[src/rtl/saturated_sub_accumulator_pkg.sv]
// Shared saturating-arithmetic helpers and FSM state type for the
// saturating difference accumulator datapath.
package sat_arith_pkg;

  // Wide enough to hold any WIDTH+1 intermediate for practical widths.
  localparam int unsigned CALC_W = 64;

  typedef enum logic {
    ACCUM = 1'b0,
    HOLD  = 1'b1
  } state_e;

  typedef struct packed {
    logic                     clamped;
    logic signed [CALC_W-1:0] value;
  } sat_res_t;

  function automatic logic signed [CALC_W-1:0] sat_max(input int unsigned width);
    logic signed [CALC_W-1:0] one;
    one = {{(CALC_W-1){1'b0}}, 1'b1};
    return (one <<< (width - 1)) - one;
  endfunction

  function automatic logic signed [CALC_W-1:0] sat_min(input int unsigned width);
    return ~sat_max(width);
  endfunction

  function automatic sat_res_t sat_clamp(input logic signed [CALC_W-1:0] x,
                                         input int unsigned width);
    sat_res_t res;
    res.clamped = 1'b0;
    res.value   = x;
    if (x > sat_max(width)) begin
      res.clamped = 1'b1;
      res.value   = sat_max(width);
    end else if (x < sat_min(width)) begin
      res.clamped = 1'b1;
      res.value   = sat_min(width);
    end
    return res;
  endfunction

endpackage

[src/rtl/saturated_sub_accumulator_subtractor.sv]
// Combinational saturating subtractor: c = sat(a - b), clamped flags a clamp.
module saturated_subtractor
  import sat_arith_pkg::*;
#(
  parameter int unsigned WIDTH = 8
) (
  input  logic [WIDTH-1:0] a,
  input  logic [WIDTH-1:0] b,
  output logic [WIDTH-1:0] c,
  output logic             clamped
);

  logic signed [WIDTH:0] diff;
  sat_res_t              res;
  logic                  unused_hi;

  always_comb begin
    diff    = {a[WIDTH-1], a} - {b[WIDTH-1], b};
    res     = sat_clamp(CALC_W'(diff), WIDTH);
    c       = res.value[WIDTH-1:0];
    clamped = res.clamped;
  end

  assign unused_hi = ^res.value[CALC_W-1:WIDTH];

endmodule

[src/rtl/saturated_sub_accumulator.sv]
// Streaming saturating difference accumulator: folds LEN clamped differences
// into a clamped running sum and presents one result per vector.
module saturated_sub_accumulator
  import sat_arith_pkg::*;
#(
  parameter int unsigned WIDTH = 8,
  parameter int unsigned LEN   = 16
) (
  input  logic             clk,
  input  logic             rst_n,
  input  logic             in_valid,
  output logic             in_ready,
  input  logic [WIDTH-1:0] in_a,
  input  logic [WIDTH-1:0] in_b,
  output logic             out_valid,
  input  logic             out_ready,
  output logic [WIDTH-1:0] out_sum,
  output logic             out_sat
);

  localparam int unsigned      CNT_W = (LEN > 1) ? $clog2(LEN) : 1;
  localparam logic [CNT_W-1:0] LAST  = CNT_W'(LEN - 1);

  state_e            state_q;
  logic [WIDTH-1:0]  acc_q, acc_d;
  logic [CNT_W-1:0]  cnt_q, cnt_d;
  logic              sat_q, sat_d;
  logic [WIDTH-1:0]  sum_q;
  logic              osat_q;

  logic [WIDTH-1:0]      diff;
  logic                  diff_clamped;
  logic signed [WIDTH:0] acc_sum;
  sat_res_t              acc_res;
  logic                  accept;
  logic                  last_beat;
  logic                  unused_hi;

  saturated_subtractor #(.WIDTH(WIDTH)) u_sub (
    .a       (in_a),
    .b       (in_b),
    .c       (diff),
    .clamped (diff_clamped)
  );

  always_comb begin
    accept    = in_valid & (state_q == ACCUM);
    last_beat = (cnt_q == LAST);
    acc_sum   = {acc_q[WIDTH-1], acc_q} + {diff[WIDTH-1], diff};
    acc_res   = sat_clamp(CALC_W'(acc_sum), WIDTH);
    acc_d     = acc_q;
    cnt_d     = cnt_q;
    sat_d     = sat_q;
    if (state_q == HOLD && out_ready) begin
      acc_d = '0;
      cnt_d = '0;
      sat_d = 1'b0;
    end else if (accept) begin
      acc_d = acc_res.value[WIDTH-1:0];
      cnt_d = last_beat ? '0 : cnt_q + 1'b1;
      sat_d = sat_q | diff_clamped | acc_res.clamped;
    end
  end

  assign unused_hi = ^acc_res.value[CALC_W-1:WIDTH];

  // The result registers load from the next-state values so the final beat's
  // contribution is captured on the same edge that enters HOLD.
  always_ff @(posedge clk or negedge rst_n) begin
    if (!rst_n) begin
      state_q <= ACCUM;
      acc_q   <= '0;
      cnt_q   <= '0;
      sat_q   <= 1'b0;
      sum_q   <= '0;
      osat_q  <= 1'b0;
    end else begin
      acc_q <= acc_d;
      cnt_q <= cnt_d;
      sat_q <= sat_d;
      case (state_q)
        ACCUM: begin
          if (accept && last_beat) begin
            state_q <= HOLD;
            sum_q   <= acc_d;
            osat_q  <= sat_d;
          end
        end
        HOLD: begin
          if (out_ready) state_q <= ACCUM;
        end
        default: state_q <= ACCUM;
      endcase
    end
  end

  assign in_ready  = (state_q == ACCUM);
  assign out_valid = (state_q == HOLD);
  assign out_sum   = sum_q;
  assign out_sat   = osat_q;

endmodule

[config.mk]
export PLATFORM = sky130hd
export DESIGN_NAME = saturated_sub_accumulator
export DESIGN_NICKNAME = d
export VERILOG_FILES = /design/src/rtl/saturated_sub_accumulator_pkg.sv /design/src/rtl/saturated_sub_accumulator_subtractor.sv /design/src/rtl/saturated_sub_accumulator.sv
export SDC_FILE = /design/constraint.sdc
export NUM_CORES = 1
export LEC_CHECK = 0
export ABC_CLOCK_PERIOD_IN_PS = 2800
export CAP_MARGIN = 20
export CORE_UTILIZATION = 53
export CTS_CLUSTER_DIAMETER = 100
export DETAILED_ROUTE_END_ITERATION = 6
export GPL_TIMING_DRIVEN = 1
export PLACE_DENSITY = 0.8
export SLEW_MARGIN = 10
export SYNTH_ARGS = -nofsm -noshare
export SYNTH_HDL_FRONTEND = slang
export SYNTH_SLANG_ARGS = --single-unit
[constraint.sdc]
create_clock -name clk -period 2.8 [get_ports clk]
set_input_delay 0.42 -clock clk [delete_from_list [all_inputs] [get_ports clk]]
set_output_delay 0.42 -clock clk [all_outputs]
set_load 0.02 [all_outputs]
==> summary.md <==
| Metric | Value |
|---|---|
| Status | `finished, violations left` |
| Failing checks | `setup timing` |
| Hold Crit Class | `in -> async` |
| Slowest cell on the critical path | `or3b_4` |
| WL per Instance | `24.87 um` |
| Core Region | `approximately 3100 um^2` |
| Worst path most repeated cell | `nor2_1` |
| CP Buf/Inv Count | `4` |
| F_max | `248.0 MHz` |
| Ys flop type | `dfrtp_1` |
| Top delay family on crit path | `compound AO/OA/AOI/OAI gates` |
| # rows | `20` |
| YS warnings | `0` |
| Number of global-route vias before repair | `roughly 2100` |
| Clk_lat worst skew | `between 0.3 and 0.4 ns` |
| Least-Margin Pin Slew | `0.4652 ns` |
| CTS tree | `done` |
| Post-synthesis adder-cell area fraction | `0.1518` |
| Worst r2r dst | `out_sat$_DFFE_PN0P_` |
| Hold Violations, Final | `0` |
| Proportion of synthesized area in mux cells | `0.006442` |
| Leading cell type in the layout, fill and taps excluded | `buf_4` |
| Type of origin of the critical path | `primary input` |
| Routability cong. | `0.8197` |
| Clock root buffer | `clkbuf_4` |
| Initial Utilization | `0.5633` |
| Ant. Diodes | `0` |
| Total wire length | `8258 um` |
| Via density | `6.907` |
| Max Cap Viol | `0` |
| Hpwl dp | `3795 um` |
| DR iter-0 viols | `368` |
| First-pass GRT wire length | `9977 um` |
| Worst-path clk slew | `~0.15 ns` |
| Via count | `2293` |
| Drt first pass iters | `5` |
| Most frequent cells in the layout | `buf_4 (50), dfrtp_1 (23), nand2_1 (15)` |
| CP Capture Type | `flop` |
| Compound-Gate Fraction of Synth Area | `0.2878` |
| Fraction of layout cells with a size suffix above 1 | `0.4410` |
| Placed insts | `308` |
| Fin. max-slew vios | `0` |
| Max VDD drop | `about 900 uV` |
| Critical path peak fanout | `4` |
| Critical path required time | `between 3 and 4 ns` |
| Aggregate global-route resource usage | `0.3797` |
| Pwr Total | `3.779 mW` |
| DRT antenna net count | `0` |
| Die H | `59.43 um` |
| Arrival time at the worst endpoint | `4.25 ns` |
| Final worst-path cycle share | `1.440` |
| Minimum clock period | `4.032 ns` |
| Synth Area in Simple Gates | `0.1353` |
| R2r setup slk | `0.15 ns` |
| Clock sink total | `23` |
| Leakage | `1.282 nW` |
| Die Wd | `59.43 um` |
| CTS Buf Count | `3` |
| Synth Instances | `approximately 200` |
| CP max stage delay | `about 0.42 ns` |
| H-tree depth | `1` |
| Crit-path cells | `buf_8 > inv_12 > ha_4 > inv_4 > fa_2 > a21o_1 > a221oi_2 > a221o_1 > buf_4 > a21oi_2 > nor2_1 > nor2_1 > ha_1 > a211oi_2 > o21ai_2 > and4_4 > or3b_4 > a211oi_4 > a21oi_1` |
| Slew headroom | `0.6889` |
| DRC viols | `0` |
| Final WS setup | `-1.232 ns` |
| I/O pins | `31` |
| Clock Skews | `0.01496 ns` |
| Post-Place Worst Slack | `-1.946 ns` |
| Initial antenna violation count | `0` |
| Critical path class | `in -> reg` |
| Worst Hold Margin | `0.4751 ns` |
| Post-synth net total | `241` |
| Total grt overflow | `0` |
| Die area | `between 3000 and 4000 um^2` |
| Largest net degree at the start of global routing | `24` |
| FF+latch count, synth | `23` |
| Final Instance Count excl. Fillers | `around 330` |
| Synthesized cell area | `1748 um^2` |
| NumNets Final | `around 330` |
| Share of synthesized registers carrying an async set or reset | `1.000` |
| XOR/XNOR Fraction of Synth Area | `0.05011` |
| Clock buffer depth | `2` |
| Sequential fraction of the synthesis area | `0.3293` |
| Cell Pwr Density | `1301 nW/um^2` |
| Post-synth EDFFs | `0` |
| Largest family of logic cells by synthesized area | `compound AO/OA/AOI/OAI gates` |
| Area grow syn2layout | `66.14%` |
| RSZ-0062 raised after global routing | `yes` |
| Port Buf Inserts | `30` |
| Final setup violating endpoints | `18` |
| FF-to-FF Start | `acc_q[7]$_DFF_PN0_` |
| Synth cell types | `45` |
| R2R cell count | `7` |
| Avg Cell Area, Syn | `8.696 um^2` |
==> cells in the mapped netlist (all sizes together) (3+ instances only) <==
cell type  number  area share
a21o            6       0.026
a21oi          28       0.080
clkbuf          3      0.0064
dfrtp          23        0.33
ha             18        0.13
inv            14       0.030
nand2          15       0.032
nand2b          6       0.021
nor2           11       0.024
o211ai          4       0.020
o21a            3       0.013
o21ai          24       0.069
xnor2           4       0.020
xor2            6       0.030
==> per-stage QoR <==
step | area [um^2] | utilization | TNS [ns]
global route | 2904 | 0.9359 | -21.17
detailed placement | 2429 | 0.7827 | -33.20
finish | 2904 | 0.9359 | -19.73
CTS | 2763 | 0.8903 | -14.31
global placement | 2429 | 0.7827 | -29.35
floorplan | 1818 | - | -13.98
==> report_power, final <==
group	internal [mW]	leakage [nW]	switching, mW
combinational	1.41	0.988	1.62
clock	0.0558	0.0150	0.110
sequential	0.460	0.278	0.132
total	1.92	1.28	1.86
==> metal layers <==
layer  global-route usage  vias up  routed length, um
met3              0.09170       73                955
met5                    0        -                  0
met2               0.6244      245               3781
met1               0.4669     1069               2868
li1                     -      906                  -
met4               0.1769        0                652
==> logic make-up (layout without fill, tap and decap cells) <==
group,after synthesis,in the layout
fa+ha+maj,20,20
buf+inv,18,104
simple gates,47,48
xor+xnor,10,10
compound gates,82,82
mux,1,1
flops,23,23
==> how the worst max path moves through the flow <==
stage | start | endpoint | cells past startpoint
after floorplan | in_a[0] | sat_q$_DFF_PN0_ | 16
after global placement | in_a[0] | acc_q[3]$_DFF_PN0_ | 19
after detailed placement | in_a[0] | acc_q[4]$_DFF_PN0_ | 17
after CTS | in_a[0] | out_sat$_DFFE_PN0P_ | 18
after global routing | in_a[0] | out_sat$_DFFE_PN0P_ | 19
final | in_a[0] | out_sat$_DFFE_PN0P_ | 19
==> sequential cells by signal, indices dropped and copies added (netlist names) <==
name       cells
acc_q          8
out_sum        8
cnt_q          4
out_sat        1
out_valid      1
sat_q          1
==> repair_timing <==
action,in CTS,in global routing
gates cloned,1,0
gates resized for setup,88,16
pin swaps,44,18
hold buffers,0,0
endpoints found under the setup margin,18,18
buffers inserted,13,6
==> layout make-up <==
class	instances	area (um^2)
Fill cell	104	198.9
Sequential cell	23	575.6
Timing Repair Buffer	86	740.7
Multi-Input combinational cell	161	1439
Clock buffer	4	26.28
Tap cell	44	55.05
Inverter	14	67.56
Note: power is estimated with default switching activity, not from simulation.
